File: config.mk
export PLATFORM = sky130hd
export DESIGN_NAME = nmi_xbar
export DESIGN_NICKNAME = d
export VERILOG_FILES = /design/src/rtl/nmi_xbar.sv
export SDC_FILE = /design/constraint.sdc
export NUM_CORES = 1
export LEC_CHECK = 0
export BUFFER_PORTS_ARGS = -buffer_cell sky130_fd_sc_hd__buf_2
export CORE_AREA = 2 2 173 175
export CTS_CLUSTER_SIZE = 16
export DETAILED_ROUTE_END_ITERATION = 10
export DIE_AREA = 0 0 175 177
export PLACE_DENSITY_LB_ADDON = 0.08
export SETUP_SLACK_MARGIN = 0.02
export SLEW_MARGIN = 10
export SYNTH_ARGS = -nofsm -noshare
export SYNTH_HDL_FRONTEND = slang
export SYNTH_SLANG_ARGS = --single-unit
export TNS_END_PERCENT = 5
File: constraint.sdc
create_clock -name clk_i -period 2.8 [get_ports clk_i]
set_input_delay 0.7 -clock clk_i [delete_from_list [all_inputs] [get_ports clk_i]]
set_output_delay 0.7 -clock clk_i [all_outputs]
set_load 0.1 [all_outputs]
File: src/rtl/nmi_xbar.sv
// nmi_xbar: round-robin multi-master to address-windowed multi-slave NMI interconnect with decode error and timeout
module nmi_xbar #(
  parameter int NUM_MST = 2,
  parameter int NUM_SLV = 4,
  parameter logic [NUM_SLV*32-1:0] SLV_BASE = {32'h3000_0000, 32'h2000_0000, 32'h1000_0000, 32'h0000_0000},
  parameter logic [NUM_SLV*32-1:0] SLV_MASK = {4{32'hF000_0000}},
  parameter int TIMEOUT = 255,
  parameter logic [31:0] ERR_RDATA = 32'hDEAD_BEEF
) (
  input  logic                 clk_i,
  input  logic                 rst_i,
  input  logic [NUM_MST-1:0]   mst_valid_i,
  input  logic [NUM_MST*32-1:0] mst_addr_i,
  input  logic [NUM_MST*32-1:0] mst_wdata_i,
  input  logic [NUM_MST*4-1:0] mst_wstrb_i,
  output logic [NUM_MST*32-1:0] mst_rdata_o,
  output logic [NUM_MST-1:0]   mst_ready_o,
  output logic [NUM_SLV-1:0]   slv_valid_o,
  output logic [31:0]          slv_addr_o,
  output logic [31:0]          slv_wdata_o,
  output logic [3:0]           slv_wstrb_o,
  input  logic [NUM_SLV*32-1:0] slv_rdata_i,
  input  logic [NUM_SLV-1:0]   slv_ready_i,
  output logic                 err_irq_o,
  output logic [31:0]          err_addr_o
);
  localparam int MW = NUM_MST > 1 ? $clog2(NUM_MST) : 1;
  localparam int SW = NUM_SLV > 1 ? $clog2(NUM_SLV) : 1;
  localparam int CW = TIMEOUT > 0 ? $clog2(TIMEOUT + 1) : 1;
  typedef enum logic [1:0] {IDLE, BUSY, ERR} state_t;
  state_t state, state_nxt;
  logic [MW-1:0] gnt, last, gnt_nxt;
  logic [SW-1:0] sel, sel_nxt;
  logic [CW-1:0] cnt;
  logic req, hit, rdy, tmo, abort;
  logic [31:0] req_addr, cur_addr;
  assign cur_addr = mst_addr_i[gnt*32 +: 32];
  assign rdy = slv_ready_i[sel];
  assign abort = state == BUSY && !mst_valid_i[gnt];
  assign tmo = state == BUSY && mst_valid_i[gnt] && !rdy && TIMEOUT != 0 && int'(cnt) + 1 >= TIMEOUT;
  // Round-robin pick starting after the last grant, then lowest-index window match
  always_comb begin
    gnt_nxt = '0;
    req = 1'b0;
    for (int i = NUM_MST; i >= 1; i--)
      if (mst_valid_i[MW'((int'(last) + i) % NUM_MST)]) begin
        gnt_nxt = MW'((int'(last) + i) % NUM_MST);
        req = 1'b1;
      end
    req_addr = mst_addr_i[gnt_nxt*32 +: 32];
    sel_nxt = '0;
    hit = 1'b0;
    for (int k = NUM_SLV - 1; k >= 0; k--)
      if ((req_addr & SLV_MASK[k*32 +: 32]) == SLV_BASE[k*32 +: 32]) begin
        sel_nxt = SW'(k);
        hit = 1'b1;
      end
  end
  // Next state plus the shared slave bus mux and master response pass-through
  always_comb begin
    state_nxt = state;
    mst_ready_o = '0;
    mst_rdata_o = '0;
    slv_addr_o = '0;
    slv_wdata_o = '0;
    slv_wstrb_o = '0;
    case (state)
      IDLE: state_nxt = req ? (hit ? BUSY : ERR) : IDLE;
      BUSY: begin
        slv_addr_o = cur_addr;
        slv_wdata_o = mst_wdata_i[gnt*32 +: 32];
        slv_wstrb_o = mst_wstrb_i[gnt*4 +: 4];
        mst_rdata_o[gnt*32 +: 32] = tmo ? ERR_RDATA : slv_rdata_i[sel*32 +: 32];
        mst_ready_o[gnt] = !abort && (rdy || tmo);
        state_nxt = abort || rdy || tmo ? IDLE : BUSY;
      end
      ERR: begin
        mst_rdata_o[gnt*32 +: 32] = ERR_RDATA;
        mst_ready_o[gnt] = 1'b1;
        state_nxt = IDLE;
      end
      default: state_nxt = IDLE;
    endcase
  end
  // State register
  always_ff @(posedge clk_i) state <= rst_i ? IDLE : state_nxt;
  // Grant bookkeeping, saturating timeout counter and registered slave/error outputs
  always_ff @(posedge clk_i) begin
    if (rst_i) begin
      gnt <= '0;
      last <= MW'(NUM_MST - 1);
      sel <= '0;
      cnt <= '0;
      slv_valid_o <= '0;
      err_irq_o <= 1'b0;
      err_addr_o <= '0;
    end else begin
      err_irq_o <= state == ERR || tmo;
      if (state == ERR || tmo) err_addr_o <= cur_addr;
      if (state == IDLE && req) begin
        gnt <= gnt_nxt;
        last <= gnt_nxt;
        sel <= sel_nxt;
        cnt <= '0;
        slv_valid_o <= hit ? NUM_SLV'(1) << sel_nxt : '0;
      end else if (state == BUSY) begin
        cnt <= int'(cnt) >= TIMEOUT ? cnt : cnt + 1'b1;
        slv_valid_o <= state_nxt == BUSY ? slv_valid_o : '0;
      end
    end
  end
endmodule

==> qor.csv <==
metric,value,unit
ys.flop_type,dfxtp_1,
hold_class,reg2reg,
cp-endpoint,mst_rdata_o[58],
htree_levels,2,
ir_worst_vdd,0.0002277,V
dp.final_hpwl,18930,um
clk_pin_slew,0.07,ns
clock-sinks,51,
start_util,16.39,%
fin_ws,-0.2201,ns
first_iter_violations,212,
finalMaxSlewViolations,0,
rr_startpoint,sel[0],
syn_area_per_cell,9.098,um^2
dp.cells,1367,
gp_congestion,0.7342,
grt_first_pass_wirelength,34910,um
nFillCells,2972,
grt.overflow.total,0,
die-area,0.03098,mm^2
yosysTopAreaCell,dfxtp_1,
cp_slowest_cell,mux4_2,
clockRootBuffer,clkbuf_16,
cts_made_buffers,5,
grt_usage,14.42,%
antenna_found_initial,1,
rrSetupSlack,0.46,ns
p_leak,4.347,nW
synth_top_area_share,21.29,%
synth_xor_area_share,1.279,%
cp.required,2.10,ns
synthMuxAreaShare,30.56,%
tns,-12.11,ns
ios,443,
ys_types,43,
violations,setup timing,
clock_latency,0.29,ns
skew,0.007961,ns
synth_edf_count,0,
fin_nets,1280,
grt_pass1_vias,5951,
via_count,5877,
start_kind,input port,
yosys-top-cells-area,"dfxtp_1 (21%), mux4_2 (16%), mux2i_1 (15%)",
reg2regPathDepth,8,
yosysWarningCount,0,
syn_nets,804,
grt_max_degree,74,
fin_crit,3.020,ns
core-area,0.02924,mm^2
clk_path_buf_depth,2,
drv_cap,0,
status,"complete, but fails checks",
io_buffers,442,
slowest_delay,0.53,ns
rsz0062_at_grt,yes,
netlist_area,0.004795,mm^2
synth_compound_area_share,16.91,%
final_cells,1395,
worst_pin_slew,0.5511,ns
crit_start,slv_ready_i[3],
max_slew_margin,63.26,%
routedWlPerCell,17.08,um
rr_endpoint,err_addr_o[7],
setup_violations,66,
crit_path_end_kind,output port,
drc,0,
arrival,2.32,ns
routed_via_density,4.213,
cts_tree,built,
cp_cell_sequence,buf_6 -> mux4_2 -> nor2_4 -> clkbuf_16 -> buf_4 -> a211oi_4 -> nor2_4 -> buf_12,
postCtsHoldBufs,0,
synth-simple-area-share,23.23,%
power_density,316.5,mW/mm^2
die_h,177,um
drive_gt1_share,72.01,%
postSynthRegisterBits,51,
rows,63,
critPathKind,in2out,
dr.pass1.iters,4,
yosysSeqAreaShare,21.29,%
fmax,0.3311,GHz
hold_violations,0,
synth_top_family_by_area,multiplexers,
synthArstFlopShare,0,%
routed_wl,23830,um
synthAdderAreaFrac,1.305,%
worstPathMaxFanout,6,
min_period_over_period,107.9,%
die_w,175,um
synth_cells,527,
area_delta_synth_final,124.4,%
cp_common_cell,nor2_4,
postRouteAntennaNets,0,
## per-layer routing
layer	routed length [um]	GRT usage, %	vias up
met1	9466	17.05	2756
li1	-	-	2853
met3	1592	3.308	12
met4	218	2.361	0
met5	0	0	-
met2	12560	26.84	256
## cell usage in the layout, fill, tap and decap left out, types with 3 or more instances in the layout
cell type and count:
clkbuf_16 9, dfxtp_4 4, buf_6 7, nand2_1 9
o21ai_0 4, nor2b_1 59, buf_12 119, a21oi_1 6
nor2_4 48, dfxtp_1 45, ha_2 3, buf_8 3
a221oi_2 29, nor3_1 5, nor2_1 51, mux4_2 33
a211oi_4 19, nand3_1 5, mux2i_1 71, xor2_1 4
buf_2 333, buf_4 57, and2_4 16, a221oi_1 3
inv_1 3, a211oi_2 6, nor2b_2 10
## synth_stat cells, types with 2 or more instances
| library cell | count |
|---|---|
| xor2_1 | 5 |
| nor2_1 | 101 |
| a221oi_2 | 29 |
| ha_1 | 5 |
| a211oi_1 | 27 |
| clkbuf_1 | 34 |
| inv_1 | 4 |
| mux4_2 | 33 |
| o21ai_0 | 5 |
| buf_6 | 3 |
| nor2b_1 | 71 |
| nand2b_1 | 4 |
| xnor2_1 | 2 |
| nand2_1 | 10 |
| mux2i_1 | 71 |
| a221oi_1 | 3 |
| nor3_1 | 5 |
| and2_1 | 16 |
| buf_2 | 7 |
| buf_4 | 3 |
| dfxtp_1 | 51 |
| buf_1 | 7 |
| a21oi_1 | 6 |
| nand3_1 | 5 |
| nand4_1 | 2 |
## final cells by class
type,count,area [um^2],share of cell area (%)
clock inverters,2,37.54,0.3488
inverters,4,17.52,0.1628
clock buffers,6,150.1,1.395
flip-flops and latches,51,1039,9.651
diodes,1,2.502,0.02326
multi-input cells,418,4323,40.17
well taps,390,488.0,4.535
repair buffers,523,4703,43.71
## power breakdown
part           internal (mW)  switching, mW
Clock                  0.476          0.280
Sequential             0.764         0.0224
Combinational          0.663           1.20
Total                   1.90           1.50
## sequential cells by signal, indices dropped and copies added (netlist names)
signal,flops
gnt,1
sel,2
cnt,8
slv_valid_o,4
last,1
err_addr_o,32
state,2
err_irq_o,1
## cells by family (layout without fill, tap and decap cells)
logic type / Yosys count / count (layout)
mux: 105 / 105
fa+ha+maj: 5 / 5
simple gates: 222 / 222
xor+xnor: 7 / 7
other cells: 0 / 1
compound gates: 79 / 79
flops: 51 / 51
buf+inv: 58 / 535
## worst max-delay path, delay by kind of cell
family / cells / cell delay, ns
buffers and inverters: 4 / 0.61
AOI/OAI and AO/OA: 1 / 0.07
muxes: 1 / 0.53
and+or+nand+nor: 2 / 0.41
## repair_timing
item	4_1_cts	5_1_grt
pin swaps	10	19
setup endpoints to repair	78	66
buffers inserted	2	16
gates cloned	1	3
gates resized for setup	46	48
## worst min path at each step
stage / start / endpoint / slack [ns] / cells after the start
3_5_place_dp: slv_valid_o[0] / slv_valid_o[0] / 0.46 / 2
2_1_floorplan: cnt[7] / cnt[7] / 0.50 / 2
6_report: slv_valid_o[0] / slv_valid_o[0] / 0.46 / 2
5_1_grt: slv_valid_o[1] / slv_valid_o[1] / 0.49 / 2
4_1_cts: slv_valid_o[0] / slv_valid_o[0] / 0.47 / 2
3_3_place_gp: slv_valid_o[0] / slv_valid_o[0] / 0.46 / 2
## metrics by stage
step | power (mW) | util (%) | cell area (um^2) | setup WS, ns | hold slack, ns
2_1_floorplan | 1.982 | - | 5235 | -0.4417 | 0.5003
3_3_place_gp | 2.623 | 33.86 | 9902 | -0.3774 | 0.4623
3_5_place_dp | 2.627 | 33.86 | 9902 | -0.3525 | 0.4583
4_1_cts | 3.428 | 35.31 | 10330 | -0.3216 | 0.4682
5_1_grt | 3.563 | 36.79 | 10760 | -0.3060 | 0.4939
6_report | 3.406 | 36.79 | 10760 | -0.2201 | 0.4646
Note: power is estimated with default switching activity, not from simulation.
